--- config.mk ---
export PLATFORM = sky130hd
export DESIGN_NAME = mem_port_arbiter
export DESIGN_NICKNAME = d
export VERILOG_FILES = /design/src/rtl/constants_pkg.sv /design/src/rtl/rr_picker.sv /design/src/rtl/mem_port_arbiter.sv
export SDC_FILE = /design/constraint.sdc
export NUM_CORES = 1
export LEC_CHECK = 0
export ABC_AREA = 1
export BUFFER_PORTS_ARGS = -buffer_cell sky130_fd_sc_hd__buf_2
export CORE_UTILIZATION = 43
export CTS_BUF_LIST = sky130_fd_sc_hd__clkbuf_16
export CTS_CLUSTER_DIAMETER = 200
export DETAILED_ROUTE_END_ITERATION = 10
export PLACE_DENSITY = 0.79
export SETUP_SLACK_MARGIN = 0.5
export SYNTH_ARGS = -nofsm -noshare
export SYNTH_HDL_FRONTEND = slang
export SYNTH_SLANG_ARGS = --single-unit
--- constraint.sdc ---
create_clock -name clk -period 1.5 [get_ports clk]
set_input_delay 0.225 -clock clk [delete_from_list [all_inputs] [get_ports clk]]
set_output_delay 0.225 -clock clk [all_outputs]
set_load 0.02 [all_outputs]
--- src/rtl/constants_pkg.sv ---
// rtl/constants_pkg.sv - shared RAM widths and memory-port arbiter state encoding
package constants_pkg;

    localparam int MEMORY_ADDRESS_BITS = 8;
    localparam int MEMORY_DATA_BITS    = 8;

    typedef enum bit [1:0] {
        ARB_IDLE,
        ARB_GRANT,
        ARB_LOCKED
    } ArbState;

endpackage

--- src/rtl/rr_picker.sv ---
// rtl/rr_picker.sv - combinational round-robin pick: first eligible index at or above rr_ptr, wrapping
module rr_picker #(
    parameter int N        = 2,
    parameter int IDX_BITS = 1
) (
    input  logic [N-1:0]        elig,
    input  logic [IDX_BITS-1:0] rr_ptr,
    output logic [N-1:0]        win_onehot,
    output logic [IDX_BITS-1:0] win_idx,
    output logic                any
);

    logic [N-1:0]      rot;
    logic [IDX_BITS:0] sum;

    always_comb begin
        // Rotate so bit 0 is the requester at rr_ptr; the lowest set bit then wins.
        rot = N'({elig, elig} >> rr_ptr);
        any = |elig;
        sum = '0;
        for (int k = N - 1; k >= 0; k--) begin
            if (rot[k]) begin
                sum = (IDX_BITS + 1)'(k) + {1'b0, rr_ptr};
            end
        end
        if (sum >= (IDX_BITS + 1)'(N)) begin
            sum = sum - (IDX_BITS + 1)'(N);
        end
        win_idx    = sum[IDX_BITS-1:0];
        win_onehot = any ? (N'(1) << win_idx) : '0;
    end

endmodule

--- src/rtl/mem_port_arbiter.sv ---
// rtl/mem_port_arbiter.sv - round-robin arbiter sharing one RAM port; MEM_ARB_LOCK_EN enables lock ownership
module mem_port_arbiter
    import constants_pkg::*;
#(
    parameter int NUM_REQ   = 2,
    parameter int ADDR_BITS = MEMORY_ADDRESS_BITS,
    parameter int DATA_BITS = MEMORY_DATA_BITS
) (
    input  logic                           clk,
    input  logic                           reset,
    input  logic [NUM_REQ-1:0]             req,
    input  logic [NUM_REQ-1:0]             we,
    input  logic [NUM_REQ*ADDR_BITS-1:0]   addr,
    input  logic [NUM_REQ*DATA_BITS-1:0]   wdata,
    input  logic [NUM_REQ-1:0]             lock,
    output logic [NUM_REQ-1:0]             gnt,
    output logic [NUM_REQ-1:0]             rvalid,
    output logic [DATA_BITS-1:0]           rdata,
    output logic                           ram_rd_en,
    output logic [ADDR_BITS-1:0]           ram_rd_addr,
    input  logic [DATA_BITS-1:0]           ram_rd_data,
    output logic                           ram_wr_en,
    output logic [ADDR_BITS-1:0]           ram_wr_addr,
    output logic [DATA_BITS-1:0]           ram_wr_data
);

    localparam int IDX_BITS = $clog2(NUM_REQ);

    ArbState               state_q, state_d;
    logic [IDX_BITS-1:0]   rr_ptr_q, rr_ptr_d;
    logic [NUM_REQ-1:0]    elig, win_oh, gnt_d, rvalid_d;
    logic [IDX_BITS-1:0]   win_idx;
    logic                  win_any;
    logic                  rd_en_d, wr_en_d, sel_we;
    logic [ADDR_BITS-1:0]  rd_addr_d, wr_addr_d, sel_addr;
    logic [DATA_BITS-1:0]  wr_data_d, sel_wdata;

`ifdef MEM_ARB_LOCK_EN
    logic [NUM_REQ-1:0]    owner_q, owner_d;
    logic                  sel_lock;
`else
    logic                  unused_lock_cfg;
    assign unused_lock_cfg = ^lock ^ (state_q == ARB_LOCKED);
`endif

    assign rdata = ram_rd_data;

    rr_picker #(.N(NUM_REQ), .IDX_BITS(IDX_BITS)) u_picker (
        .elig       (elig),
        .rr_ptr     (rr_ptr_q),
        .win_onehot (win_oh),
        .win_idx    (win_idx),
        .any        (win_any)
    );

    always_comb begin
        // The requester granted this cycle is masked so a held req is not granted twice.
        elig      = req & ~gnt;
        state_d   = ARB_IDLE;
        rr_ptr_d  = rr_ptr_q;
        gnt_d     = '0;
        rvalid_d  = ram_rd_en ? gnt : '0;
        rd_en_d   = 1'b0;
        wr_en_d   = 1'b0;
        rd_addr_d = ram_rd_addr;
        wr_addr_d = ram_wr_addr;
        wr_data_d = ram_wr_data;
        sel_we    = 1'b0;
        sel_addr  = '0;
        sel_wdata = '0;
`ifdef MEM_ARB_LOCK_EN
        owner_d   = owner_q;
        sel_lock  = 1'b0;
        if (state_q == ARB_LOCKED && |(owner_q & req & lock)) begin
            elig = owner_q;
        end
`endif
        for (int i = 0; i < NUM_REQ; i++) begin
            if (win_oh[i]) begin
                sel_we    = we[i];
                sel_addr  = addr[i*ADDR_BITS +: ADDR_BITS];
                sel_wdata = wdata[i*DATA_BITS +: DATA_BITS];
`ifdef MEM_ARB_LOCK_EN
                sel_lock  = lock[i];
`endif
            end
        end
        if (win_any) begin
            gnt_d    = win_oh;
            state_d  = ARB_GRANT;
            rr_ptr_d = (win_idx == IDX_BITS'(NUM_REQ - 1)) ? '0 : win_idx + 1'b1;
            if (sel_we) begin
                wr_en_d   = 1'b1;
                wr_addr_d = sel_addr;
                wr_data_d = sel_wdata;
            end else begin
                rd_en_d   = 1'b1;
                rd_addr_d = sel_addr;
            end
`ifdef MEM_ARB_LOCK_EN
            if (sel_lock) begin
                state_d = ARB_LOCKED;
                owner_d = win_oh;
            end
`endif
        end
    end

    always_ff @(posedge clk) begin
        if (reset) begin
            state_q     <= ARB_IDLE;
            rr_ptr_q    <= '0;
            gnt         <= '0;
            rvalid      <= '0;
            ram_rd_en   <= 1'b0;
            ram_wr_en   <= 1'b0;
            ram_rd_addr <= '0;
            ram_wr_addr <= '0;
            ram_wr_data <= '0;
`ifdef MEM_ARB_LOCK_EN
            owner_q     <= '0;
`endif
        end else begin
            state_q     <= state_d;
            rr_ptr_q    <= rr_ptr_d;
            gnt         <= gnt_d;
            rvalid      <= rvalid_d;
            ram_rd_en   <= rd_en_d;
            ram_wr_en   <= wr_en_d;
            ram_rd_addr <= rd_addr_d;
            ram_wr_addr <= wr_addr_d;
            ram_wr_data <= wr_data_d;
`ifdef MEM_ARB_LOCK_EN
            owner_q     <= owner_d;
`endif
        end
    end

endmodule

==> results.cfg, run 1 <==
[floorplan]
fp.dieH_um = 59.9
row_count = 20
dieArea_mm2 = 0.00359
core_mm2 = 0.00313
ios = 86
initial_core_util = 0.461
die_w_um = 59.9

[final_layout]
antenna_cells = 0
fin_nets = 330
fill_cells = 238
final_common_cell = nor2_1
post_route_cells_drive_above_1_share = 0.459
utilization = 0.707
area_growth_pct = 53.3
layout_common_cells = nor2_1 (49), buf_2 (44), nand2_1 (38), buf_4 (28), dfxtp_1 (22)

[sta]
finClkSkew_ps = 3.70
worst_slew_pin_slew_ps = 322
relSlewSlack = 0.785
slew_violations = 0
timing.final.crit_share = 0.849
holdWs_ps = 205
finalSetupTns_ps = 0
rsz0062_at_grt = yes
max_freq_mhz = 786
fin_crit_ps = 1270
finalSetupViolations = 0
hold_viol_final = 0

[grt]
track_usage = 0.234
grt_pass1_vias = 1299
grt.overflow.total = 0
grt_max_degree = 19
antenna_found_initial = 0
grt_first_pass_wirelength_um = 6000

[logic_synthesis]
syn_area_per_cell_um2 = 6.90
synth_area_mm2 = 0.00144
syn_inst = 209
ys_warn_count = 0
yosysSeqAreaShare = 0.430
synth.net_count = 257
ys_types = 17
synth_seq_cells = 31

[clock_network]
cts_tree = done
ctsHtreeMaxLevel = 2
cts.sinks = 31
path_clk_slew_ps = 50
clockBufferDepth = 2
cts_root_buf = clkbuf_16
numCtsBuffers = 5
ctsHoldBuffers = 0
clock_latency_ps = 270

[placement]
gp_congestion = 0.815
portBuffers = 67
dp_hpwl_um = 2410

[power]
powerDensity_mw_per_mm2 = 1220
seq_power_share = 0.360
p_leak_nw = 1.15
power.share.clock = 0.349
power_switching_w = 0.000852
internal_power_w = 0.00185
irDropWorstVdd_mv = 0.882
switching_share = 0.315
p_comb_frac = 0.291

[flow_run]
max_cap_viol_count = 0

[setup_path]
start_kind = flop
worstPathRequired_ps = 1700
arrival_ps = 1480
worst_setup_path_end_kind = flop
crit_type = reg -> reg
cp_max_fo = 8

[routing]
drtIter0Drc = 59
finalWirelength_um = 3940
ant_nets = 0
via_count = 1535
firstDrtPassIters = 4
avgViaCountPerCell = 4.69
drc = 0
post_drt_wl_per_cell_um = 12.1

[run_status]
status = completed

[hold_path]
hold_path_class = in -> reg
-- power by group through the flow --
| stage | combinational [W] | clock, W | sequential, W |
|---|---|---|---|
| detailed placement | 0.000605 | 0 | 0.000973 |
| global route | 0.000859 | 0.00101 | 0.000983 |
| global placement | 0.000600 | 0 | 0.000970 |
| floorplan | 0.000349 | 0 | 0.00108 |
| finish | 0.000786 | 0.000944 | 0.000973 |
| CTS | 0.000691 | 0.000953 | 0.000960 |
-- logic make-up after synthesis --
logic type | synth area share
AND/OR/NAND/NOR | 0.363
buffers and inverters | 0.135
AO/OA/AOI/OAI | 0.0720
flip-flops | 0.430
-- registers in the layout (all words and copies together) (netlist names) --
name,flops
ram_wr_addr,8
ram_wr_data,8
rvalid,2
rr_ptr_q,1
gnt,2
ram_wr_en,1
ram_rd_en,1
ram_rd_addr,8
-- path summary, 6_finish.rpt --
check / from / slack [ps] / cells past startpoint / end
worst max-delay path: gnt[1]$_SDFF_PP0_ / 230 / 6 / ram_rd_addr[4]$_SDFFE_PP0P_
worst min-delay path: reset / 210 / 2 / gnt[1]$_SDFF_PP0_
worst max register to register: gnt[1]$_SDFF_PP0_ / 230 / 6 / ram_rd_addr[4]$_SDFFE_PP0P_
worst min register to register: ram_rd_en$_SDFF_PP0_ / 480 / 2 / rvalid[0]$_SDFF_PP0_
-- through the flow --
stage	area, um2	worst slack [ps]	std cells	total power (W)
after detailed placement	1780	144	307	0.00158
after global placement	1780	157	307	0.00157
after CTS	2060	277	324	0.00260
final	2210	227	327	0.00270
after floorplan	1480	244	209	0.00143
after global routing	2210	170	327	0.00285
-- cells in the mapped netlist, drive strengths merged --
cell type | count | share of area
nor2 | 55 | 0.14
nand2 | 53 | 0.14
dfxtp | 31 | 0.43
nand3 | 20 | 0.076
o21ai | 17 | 0.067
buf | 16 | 0.090
inv | 15 | 0.042
a211oi | 1 | 0.0052
clkbuf | 1 | 0.0026
-- what timing repair did --
action                     4_1_cts  5_1_grt
cloned                           1        0
buffers inserted                 8        3
resized for setup               27       52
setup endpoints to repair       30       53
pin swaps                       17       12
-- final cells by class --
| cell class | instances | area (um2) | share of cell area |
|---|---|---|---|
| multi-input cells | 147 | 753 | 0.340 |
| repair buffers | 82 | 556 | 0.251 |
| clock inverters | 3 | 12.5 | 0.00566 |
| well taps | 44 | 55.1 | 0.0249 |
| flip-flops and latches | 31 | 637 | 0.288 |
| inverters | 15 | 73.8 | 0.0334 |
| clock buffers | 5 | 125 | 0.0566 |
-- metal layers --
metal,part of all wire,up-vias,track usage
li1,-,788,-
met1,0.42,691,0.278
met2,0.51,48,0.368
met3,0.053,8,0.0801
met4,0.016,0,0.126
met5,0,-,0
-- critical path, stage by stage, from the launching register on --
cell     delay, ps
dfxtp_4        370
o21ai_4        230
buf_4          180
nand3_4        120
nand2_1        100
nand2_1         90
nor2_1         120
Power figures use the tool's default switching activity.
==> run 2: changes to the inputs <==
--- a/config.mk
+++ b/config.mk
@@ -7,11 +7,11 @@
 export LEC_CHECK = 0
 export ABC_AREA = 1
 export BUFFER_PORTS_ARGS = -buffer_cell sky130_fd_sc_hd__buf_2
-export CORE_UTILIZATION = 43
+export CORE_UTILIZATION = 38
 export CTS_BUF_LIST = sky130_fd_sc_hd__clkbuf_16
 export CTS_CLUSTER_DIAMETER = 200
 export DETAILED_ROUTE_END_ITERATION = 10
-export PLACE_DENSITY = 0.79
+export PLACE_DENSITY = 0.74
 export SETUP_SLACK_MARGIN = 0.5
 export SYNTH_ARGS = -nofsm -noshare
 export SYNTH_HDL_FRONTEND = slang
==> constraint.sdc (replaced) <==
create_clock -name clk -period 1 [get_ports clk]
set_input_delay 0.15 -clock clk [delete_from_list [all_inputs] [get_ports clk]]
set_output_delay 0.15 -clock clk [all_outputs]
set_load 0.02 [all_outputs]
==> results.cfg, run 2 (synthesis results as in run 1) <==
[run_status]
status = finished, violations left
failed_checks = setup timing

[placement]
portBuffers = 67
dp_hpwl_um = 2650
gp_congestion = 0.805

[routing]
avgViaCountPerCell = 4.60
firstDrtPassIters = 4
finalWirelength_um = 4210
drc = 0
ant_nets = 0
via_count = 1554
drtIter0Drc = 61
post_drt_wl_per_cell_um = 12.4

[sta]
slew_violations = 0
timing.final.crit_share = 1.29
max_freq_mhz = 775
finalSetupViolations = 30
relSlewSlack = 0.738
finClkSkew_ps = 6.16
finalSetupTns_ps = -6470
worst_slack_ps = -291
fin_crit_ps = 1290
hold_viol_final = 0
worst_slew_pin_slew_ps = 392
rsz0062_at_grt = yes

[clock_network]
clock_latency_ps = 280
numCtsBuffers = 5
cts_root_buf = clkbuf_16
ctsHoldBuffers = 0
clockBufferDepth = 2
cts.sinks = 31
ctsHtreeMaxLevel = 2
cts_tree = done
path_clk_slew_ps = 50

[power]
p_leak_nw = 1.25
internal_power_w = 0.00320
total_power_w = 0.00452
irDropWorstVdd_mv = 0.948
powerDensity_mw_per_mm2 = 1780
switching_share = 0.293
power_switching_w = 0.00132
power.share.clock = 0.375
p_comb_frac = 0.296
seq_power_share = 0.329

[setup_path]
start_kind = flop
cp_max_fo = 12
crit_type = reg -> reg
arrival_ps = 1470
worstPathRequired_ps = 1180
rrSetupSlack_ps = -290
worst_setup_path_end_kind = flop

[final_layout]
post_route_cells_drive_above_1_share = 0.562
top_regs = ram_rd_addr (8), ram_wr_addr (8), ram_wr_data (8)
area_growth_pct = 76.1
layout_common_cells = nor2_1 (46), nand2_1 (43), buf_6 (40), buf_2 (37), dfxtp_4 (30)
fill_cells = 295
fin_nets = 337
final_common_cell = nor2_1
antenna_cells = 0
utilization = 0.694

[floorplan]
fp.dieH_um = 63.6
ios = 86
initial_core_util = 0.394
row_count = 22
die_w_um = 63.6
core_mm2 = 0.00366
dieArea_mm2 = 0.00405

[grt]
grt_first_pass_wirelength_um = 6380
track_usage = 0.209
grt_pass1_vias = 1387
antenna_found_initial = 0
grt_max_degree = 26
grt.overflow.total = 0

[flow_run]
max_cap_viol_count = 0

[hold_path]
hold_path_class = in -> reg
[run 2: changes by cell type in the layout (fill, tap and decap cells not counted), moves of 6 or more]
cell,delta
buf_2,-7
buf_4,-18
buf_6,+32
o21ai_1,-10
dfxtp_2,-6
o21ai_0,+10
dfxtp_1,-22
dfxtp_4,+28
[run 2: final timing paths]
kind,start,to,cells after the start
max,gnt[1]$_SDFF_PP0_,ram_rd_addr[3]$_SDFFE_PP0P_,8
min,reset,ram_wr_en$_SDFF_PP0_,3
max reg2reg,gnt[1]$_SDFF_PP0_,ram_rd_addr[3]$_SDFFE_PP0P_,8
min reg2reg,ram_wr_addr[0]$_SDFFE_PP0P_,ram_wr_addr[0]$_SDFFE_PP0P_,2
[run 2: cell type report]
class | count | area [um2] | share of cell area
clock buffers | 5 | 125 | 0.0492
clock inverters | 3 | 38.8 | 0.0153
inverters | 15 | 76.3 | 0.0300
multi-input cells | 146 | 731 | 0.288
flip-flops and latches | 31 | 734 | 0.289
well taps | 48 | 60.1 | 0.0236
repair buffers | 90 | 776 | 0.305
[run 2: power by group through the flow]
stage	clock (W)	combinational (W)	sequential, W
detailed placement	0	0.00101	0.00148
floorplan	0	0.000527	0.00165
global route	0.00177	0.00145	0.00150
CTS	0.00172	0.00121	0.00149
finish	0.00169	0.00134	0.00149
global placement	0	0.00100	0.00148
[run 2: worst max-delay path, cell delays in order, from the launching register on]
cell and delay [ps]:
dfxtp_4 360, nor2_4 120, buf_4 130, nand3_2 110, nand3_2 140, buf_12 140, nand2_1 60, nand2_1 80
nor2_2 40
[run 2: per-layer routing]
layer,wire length (um),part of all wire,GRT usage
met1,1770,0.42,0.270
met2,2090,0.50,0.306
met3,205,0.049,0.0507
met4,138,0.033,0.139
met5,0,0,0
[run 2: through the flow]
stage          cells  worst slack, ps  instance area, um2  hold slack (ps)
2_1_floorplan    209             -256                1600              212
3_5_place_dp     323             -256                1990              300
3_3_place_gp     323             -220                1990              300
4_1_cts          334             -217                2410              178
5_1_grt          338             -374                2540              198
6_report         338             -291                2540              176
[run 2: what timing repair did]
action                                  in CTS  in global routing
endpoints found under the setup margin      61                 61
endpoints found under the hold margin        0                  0
gates resized for setup                     72                 27
setup buffers                                3                  3
gates cloned                                 0                  1
pin swaps                                    4                 18
